**src/rtl/arbitro_carga_reg4b.sv**
```systemverilog
// Round-robin arbiter and load sequencer for one shared 4-bit register.
// Four requesters compete. The winner's word goes into the shared register,
// and the block then completes a four-phase req/ack handshake with it.
// A wrapping load counter is kept for debug visibility.
module arbitro_carga_reg4b #(
    parameter int unsigned N_REQ = 4,
    parameter int unsigned WIDTH = 4,
    parameter int unsigned CNT_W = 8
) (
    input  logic                       reloj,
    input  logic                       despeje_reset,
    input  logic [N_REQ-1:0]           req,
    input  logic [N_REQ*WIDTH-1:0]     datos,
    output logic [WIDTH-1:0]           An,
    output logic [N_REQ-1:0]           ack,
    output logic [$clog2(N_REQ)-1:0]   gnt_id,
    output logic                       ocupado,
    output logic                       valido,
    output logic [CNT_W-1:0]           cuenta_cargas
);

    localparam int unsigned ID_W = $clog2(N_REQ);

    typedef enum logic [1:0] {
        StLibre    = 2'd0,
        StConcede  = 2'd1,
        StCargaAck = 2'd2
    } estado_e;

    estado_e           state_q, state_d;
    logic [ID_W-1:0]   ptr_q, ptr_d;
    logic [ID_W-1:0]   gnt_id_q, gnt_id_d;
    logic [WIDTH-1:0]  an_q, an_d;
    logic [N_REQ-1:0]  ack_q, ack_d;
    logic              valido_q, valido_d;
    logic [CNT_W-1:0]  cuenta_q, cuenta_d;

    logic [WIDTH-1:0]  palabra [N_REQ];
    logic [ID_W-1:0]   sel_id;
    logic              sel_hit;
    logic [ID_W-1:0]   idx;

    // Split the flat data bus into one word per requester.
    always_comb begin
        for (int unsigned i = 0; i < N_REQ; i++) begin
            palabra[i] = datos[i*WIDTH +: WIDTH];
        end
    end

    // Round-robin search: first set request starting at ptr and wrapping around.
    // N_REQ is a power of two, so the ID_W-bit add wraps modulo N_REQ by itself.
    always_comb begin
        sel_id  = '0;
        sel_hit = 1'b0;
        idx     = '0;
        for (int unsigned k = 0; k < N_REQ; k++) begin
            idx = ptr_q + ID_W'(k);
            if (!sel_hit && req[idx]) begin
                sel_hit = 1'b1;
                sel_id  = idx;
            end
        end
    end

    // Next-state and datapath update for the grant/load/handshake sequence.
    always_comb begin
        state_d  = state_q;
        ptr_d    = ptr_q;
        gnt_id_d = gnt_id_q;
        an_d     = an_q;
        ack_d    = ack_q;
        valido_d = 1'b0;
        cuenta_d = cuenta_q;

        unique case (state_q)
            StLibre: begin
                if (sel_hit) begin
                    gnt_id_d = sel_id;
                    state_d  = StConcede;
                end
            end

            StConcede: begin
                if (req[gnt_id_q]) begin
                    an_d            = palabra[gnt_id_q];
                    ack_d           = '0;
                    ack_d[gnt_id_q] = 1'b1;
                    valido_d        = 1'b1;
                    cuenta_d        = cuenta_q + 1'b1;
                    state_d         = StCargaAck;
                end else begin
                    // Withdrawn before the load: no side effects, pointer kept.
                    state_d = StLibre;
                end
            end

            StCargaAck: begin
                // Wait for the granted requester to drop req; ignore everything else.
                if (!req[gnt_id_q]) begin
                    ack_d   = '0;
                    ptr_d   = gnt_id_q + 1'b1;
                    state_d = StLibre;
                end
            end

            default: begin
                state_d = StLibre;
                ack_d   = '0;
            end
        endcase
    end

    // State and datapath registers; the asynchronous reset aborts any transaction.
    always_ff @(posedge reloj or posedge despeje_reset) begin
        if (despeje_reset) begin
            state_q  <= StLibre;
            ptr_q    <= '0;
            gnt_id_q <= '0;
            an_q     <= '0;
            ack_q    <= '0;
            valido_q <= 1'b0;
            cuenta_q <= '0;
        end else begin
            state_q  <= state_d;
            ptr_q    <= ptr_d;
            gnt_id_q <= gnt_id_d;
            an_q     <= an_d;
            ack_q    <= ack_d;
            valido_q <= valido_d;
            cuenta_q <= cuenta_d;
        end
    end

    // Outputs come straight from the registers; ocupado decodes the state.
    always_comb begin
        An            = an_q;
        ack           = ack_q;
        gnt_id        = gnt_id_q;
        valido        = valido_q;
        cuenta_cargas = cuenta_q;
        ocupado       = (state_q != StLibre);
    end

endmodule

```
**config.mk**
```make
export PLATFORM = sky130hd
export DESIGN_NAME = arbitro_carga_reg4b
export DESIGN_NICKNAME = d
export VERILOG_FILES = /design/src/rtl/arbitro_carga_reg4b.sv
export SDC_FILE = /design/constraint.sdc
export NUM_CORES = 1
export LEC_CHECK = 0
export CORE_ASPECT_RATIO = 0.9
export CORE_UTILIZATION = 55
export CTS_BUF_LIST = sky130_fd_sc_hd__clkbuf_16
export CTS_CLUSTER_SIZE = 16
export DETAILED_ROUTE_END_ITERATION = 7
export DONT_BUFFER_PORTS = 1
export PLACE_DENSITY = 0.75
export SLEW_MARGIN = 10
export SYNTH_ARGS = -nofsm -noshare
export SYNTH_HDL_FRONTEND = slang
export SYNTH_SLANG_ARGS = --single-unit
```
**constraint.sdc**
```tcl
create_clock -name reloj -period 1.65 [get_ports reloj]
set_input_delay 0.495 -clock reloj [delete_from_list [all_inputs] [get_ports reloj]]
set_output_delay 0.495 -clock reloj [all_outputs]
set_load 0.01 [all_outputs]
```
==> insert_results.sql <==
INSERT INTO impl_metrics (metric_group, metric, value, unit) VALUES
('floorplanning', 'fp.coreArea', '0.00218', 'mm²'),
('floorplanning', 'die_width', '52.9', 'µm'),
('power_and_ir_drop', 'cellPowerDensity', '1860', 'mW/mm²'),
('timing', 'finalCritPeriodShare', '0.970', ''),
('floorplanning', 'die_area', '0.00253', 'mm²'),
('flow_run', 'cap_violations', '0', ''),
('drt', 'detailedRoute.firstIterationViolations', '14', ''),
('global_routing', 'globalRouteTotalUtil', '0.209', ''),
('cells_and_area', 'final_design_area_no_fill', '0.00145', 'mm²'),
('worst_setup_path', 'r2r_end', 'ptr_q[1]$_DFFE_PP0P_', ''),
('timing', 'fmax', '0.625', 'GHz'),
('logic_synthesis', 'synth.top_cell.area_share', '0.449', ''),
('worst_setup_path', 'r2r_slack', '50', 'ps'),
('logic_synthesis', 'ys_top_cells_by_area', 'dfrtp_1, mux4_1, nand2_1', ''),
('floorplanning', 'placementRows', '16', ''),
('timing', 'finalSetupViolations', '0', ''),
('floorplanning', 'io-pin-count', '42', ''),
('cts', 'cts.repair.resized', '0', ''),
('drt', 'totalWireLength', '2.46', 'mm'),
('timing', 'clock-skew-final', '2.71', 'ps'),
('cts', 'htree_num_levels', '1', ''),
('logic_synthesis', 'ys_ff_latch', '23', ''),
('timing', 'finalHoldWorstSlack', '166', 'ps'),
('placement', 'hpwl', '1.79', 'mm'),
('floorplanning', 'starting_density_of_the_core', '0.587', ''),
('drt', 'drt_pre_antenna_iters', '5', ''),
('power_and_ir_drop', 'irDropWorstVdd', '1.14', 'mV'),
('cts', 'cts_num_sinks', '23', ''),
('timing', 'final_total_negative_setup_slack', '0', 'ps'),
('cts', 'cts_tree', 'built', ''),
('logic_synthesis', 'synth_cell_type_count', '33', ''),
('placement', 'place.gp.congestion', '0.846', ''),
('cells_and_area', 'antennaDiodeCount', '0', ''),
('worst_setup_path', 'crit_fanout', '4', ''),
('worst_setup_path', 'timing.critical_path.from', 'gnt_id[0]$_DFFE_PP0P_', ''),
('outcome', 'status', 'finished, final reports clean', ''),
('cts', 'max-clock-path-buffers', '2', ''),
('worst_setup_path', 'cp.required', '1790', 'ps'),
('logic_synthesis', 'synth_async_sr_flop_share', '1.00', ''),
('drt', 'via_count', '904', ''),
('worst_setup_path', 'startpoint_type', 'flop', ''),
('timing', 'worst_slew_margin_rel', '0.798', ''),
('drt', 'antenna_violating_nets_post_route', '0', ''),
('worst_setup_path', 'crit_arrival', '1740', 'ps'),
('cts', 'clk_latency', '260', 'ps'),
('drt', 'vias_per_cell', '5.99', ''),
('logic_synthesis', 'synthDominantAreaCellType', 'dfrtp_1', ''),
('logic_synthesis', 'synth-edff-count', '0', ''),
('logic_synthesis', 'synth_ff_type', 'dfrtp_1', ''),
('logic_synthesis', 'yosysWarningCount', '0', ''),
('cells_and_area', 'final_layout_size_suffix_gt1_frac', '0.185', ''),
('drt', 'dr.max_layer_used', 'met4', ''),
('worst_setup_path', 'critical_path_start_end_classification', 'reg2reg', ''),
('logic_synthesis', 'portion_of_the_post_synthesis_area_used_by_sequential_elements', '0.449', ''),
('drt', 'wirelength_met1', '1.08', 'mm'),
('placement', 'place.port_buffers', '0', ''),
('timing', 'timing_hold_violations_final', '0', ''),
('global_routing', 'grt_first_pass_wirelength', '3.72', 'mm'),
('hold_path', 'timing.hold.worst.class', 'in2async', ''),
('placement', 'place_area', '0.00134', 'mm²'),
('global_routing', 'grt_remaining_overflow', '0', ''),
('global_routing', 'grt_pass1_vias', '860', ''),
('cells_and_area', 'flow.area_growth_from_synthesis', '13.3', '%'),
('timing', 'rsz0062_at_grt', 'false', ''),
('timing', 'post-route-min-period', '1600', 'ps'),
('drt', 'wire_per_inst', '16.3', 'µm'),
('worst_setup_path', 'critical_path.reg2reg.startpoint', 'gnt_id[0]$_DFFE_PP0P_', ''),
('drt', 'wl_met3', '144', 'µm'),
('worst_setup_path', 'worstRegToRegCells', '3', ''),
('logic_synthesis', 'synthesis.area_per_instance', '11.2', 'µm²'),
('drt', 'met2WireLength', '1.21', 'mm');
==> Yosys cell counts (3+ instances only) <==
cell type	count
ha_1	5
o2bb2ai_1	6
dfrtp_1	23
nor2_1	3
nor3_1	3
o21ai_0	3
mux4_1	4
xnor2_1	4
xor2_1	3
nor2b_1	3
a22oi_1	4
inv_1	9
nand2_1	20
==> logic make-up (layout without fill, tap and decap cells) <==
family,Yosys count,in the layout,share of synthesized area
mux,8,8,0.134
simple gates,39,40,0.158
compound gates,20,20,0.118
xor+xnor,7,7,0.0479
fa+ha+maj,5,5,0.0488
flops,23,23,0.449
buf+inv,12,21,0.0439
==> layout make-up <==
| class | instances | area, µm² |
|---|---|---|
| Fill cell | 162 | 731 |
| Tap cell | 27 | 33.8 |
| Sequential cell | 23 | 576 |
| Inverter | 10 | 40.0 |
| Clock buffer | 3 | 75.1 |
| Multi-Input combinational cell | 80 | 669 |
| Timing Repair Buffer | 7 | 52.6 |
| Clock inverter | 1 | 5.00 |
==> state kept, by name, summed over array words and instances, names as in the netlist <==
signal / cells
ack: 4
cuenta_cargas: 8
valido: 1
gnt_id: 2
state_q: 2
An: 4
ptr_q: 2
==> per-stage QoR <==
stage / instances / power [mW] / worst slack [ps] / utilization
after floorplan: 114 / 1.88 / -51.7 / -
after global placement: 143 / 2.05 / 75.4 / 0.615
after detailed placement: 143 / 2.10 / 49.0 / 0.615
after CTS: 147 / 2.64 / 60.7 / 0.652
after global routing: 151 / 2.89 / 5.16 / 0.665
final: 151 / 2.70 / 49.8 / 0.665
==> worst max-delay path by stage <==
stage | to | slack [ps] | depth (start not counted)
after CTS | ocupado | 60 | 1
final | ptr_q[1]$_DFFE_PP0P_ | 50 | 3
after detailed placement | ptr_q[1]$_DFFE_PP0P_ | 50 | 3
after floorplan | ptr_q[1]$_DFFE_PP0P_ | -50 | 4
after global placement | ptr_q[1]$_DFFE_PP0P_ | 80 | 3
after global routing | ack[3]$_DFFE_PP0P_ | 5 | 4
==> power breakdown <==
part / switching [mW] / internal, mW / leakage (nW)
sequential: 0.318 / 0.787 / 0.295
clock: 0.207 / 0.326 / 0.0409
combinational: 0.545 / 0.514 / 0.354
total: 1.07 / 1.63 / 0.689
==> layout by cell type (no fill, tap or decap), drive strengths merged, types with 2 or more instances in the layout <==
master | Yosys | routed
ha | 5 | 5
xnor2 | 4 | 4
nor2b | 3 | 3
dfrtp | 23 | 23
nand2b | 2 | 2
a21oi | 2 | 2
xor2 | 3 | 3
o2bb2ai | 6 | 6
a22oi | 4 | 4
mux4 | 6 | 6
nand4 | 2 | 2
buf | 2 | 7
inv | 10 | 10
nor2 | 3 | 3
clkbuf | 0 | 3
nor3 | 3 | 3
nand2 | 21 | 22
o21ai | 3 | 3
==> metal layers <==
metal	GRT usage	vias to the layer above
li1	-	427
met1	0.262	434
met2	0.337	38
met3	0.0857	5
met4	0.0632	0
met5	0	-
==> critical path, cell delays in order (launching register included) <==
cell,delay (ps)
dfrtp_1,410
mux4_2,610
nor2_4,150
mux2_4,310
Note: power is estimated with default switching activity, not from simulation.
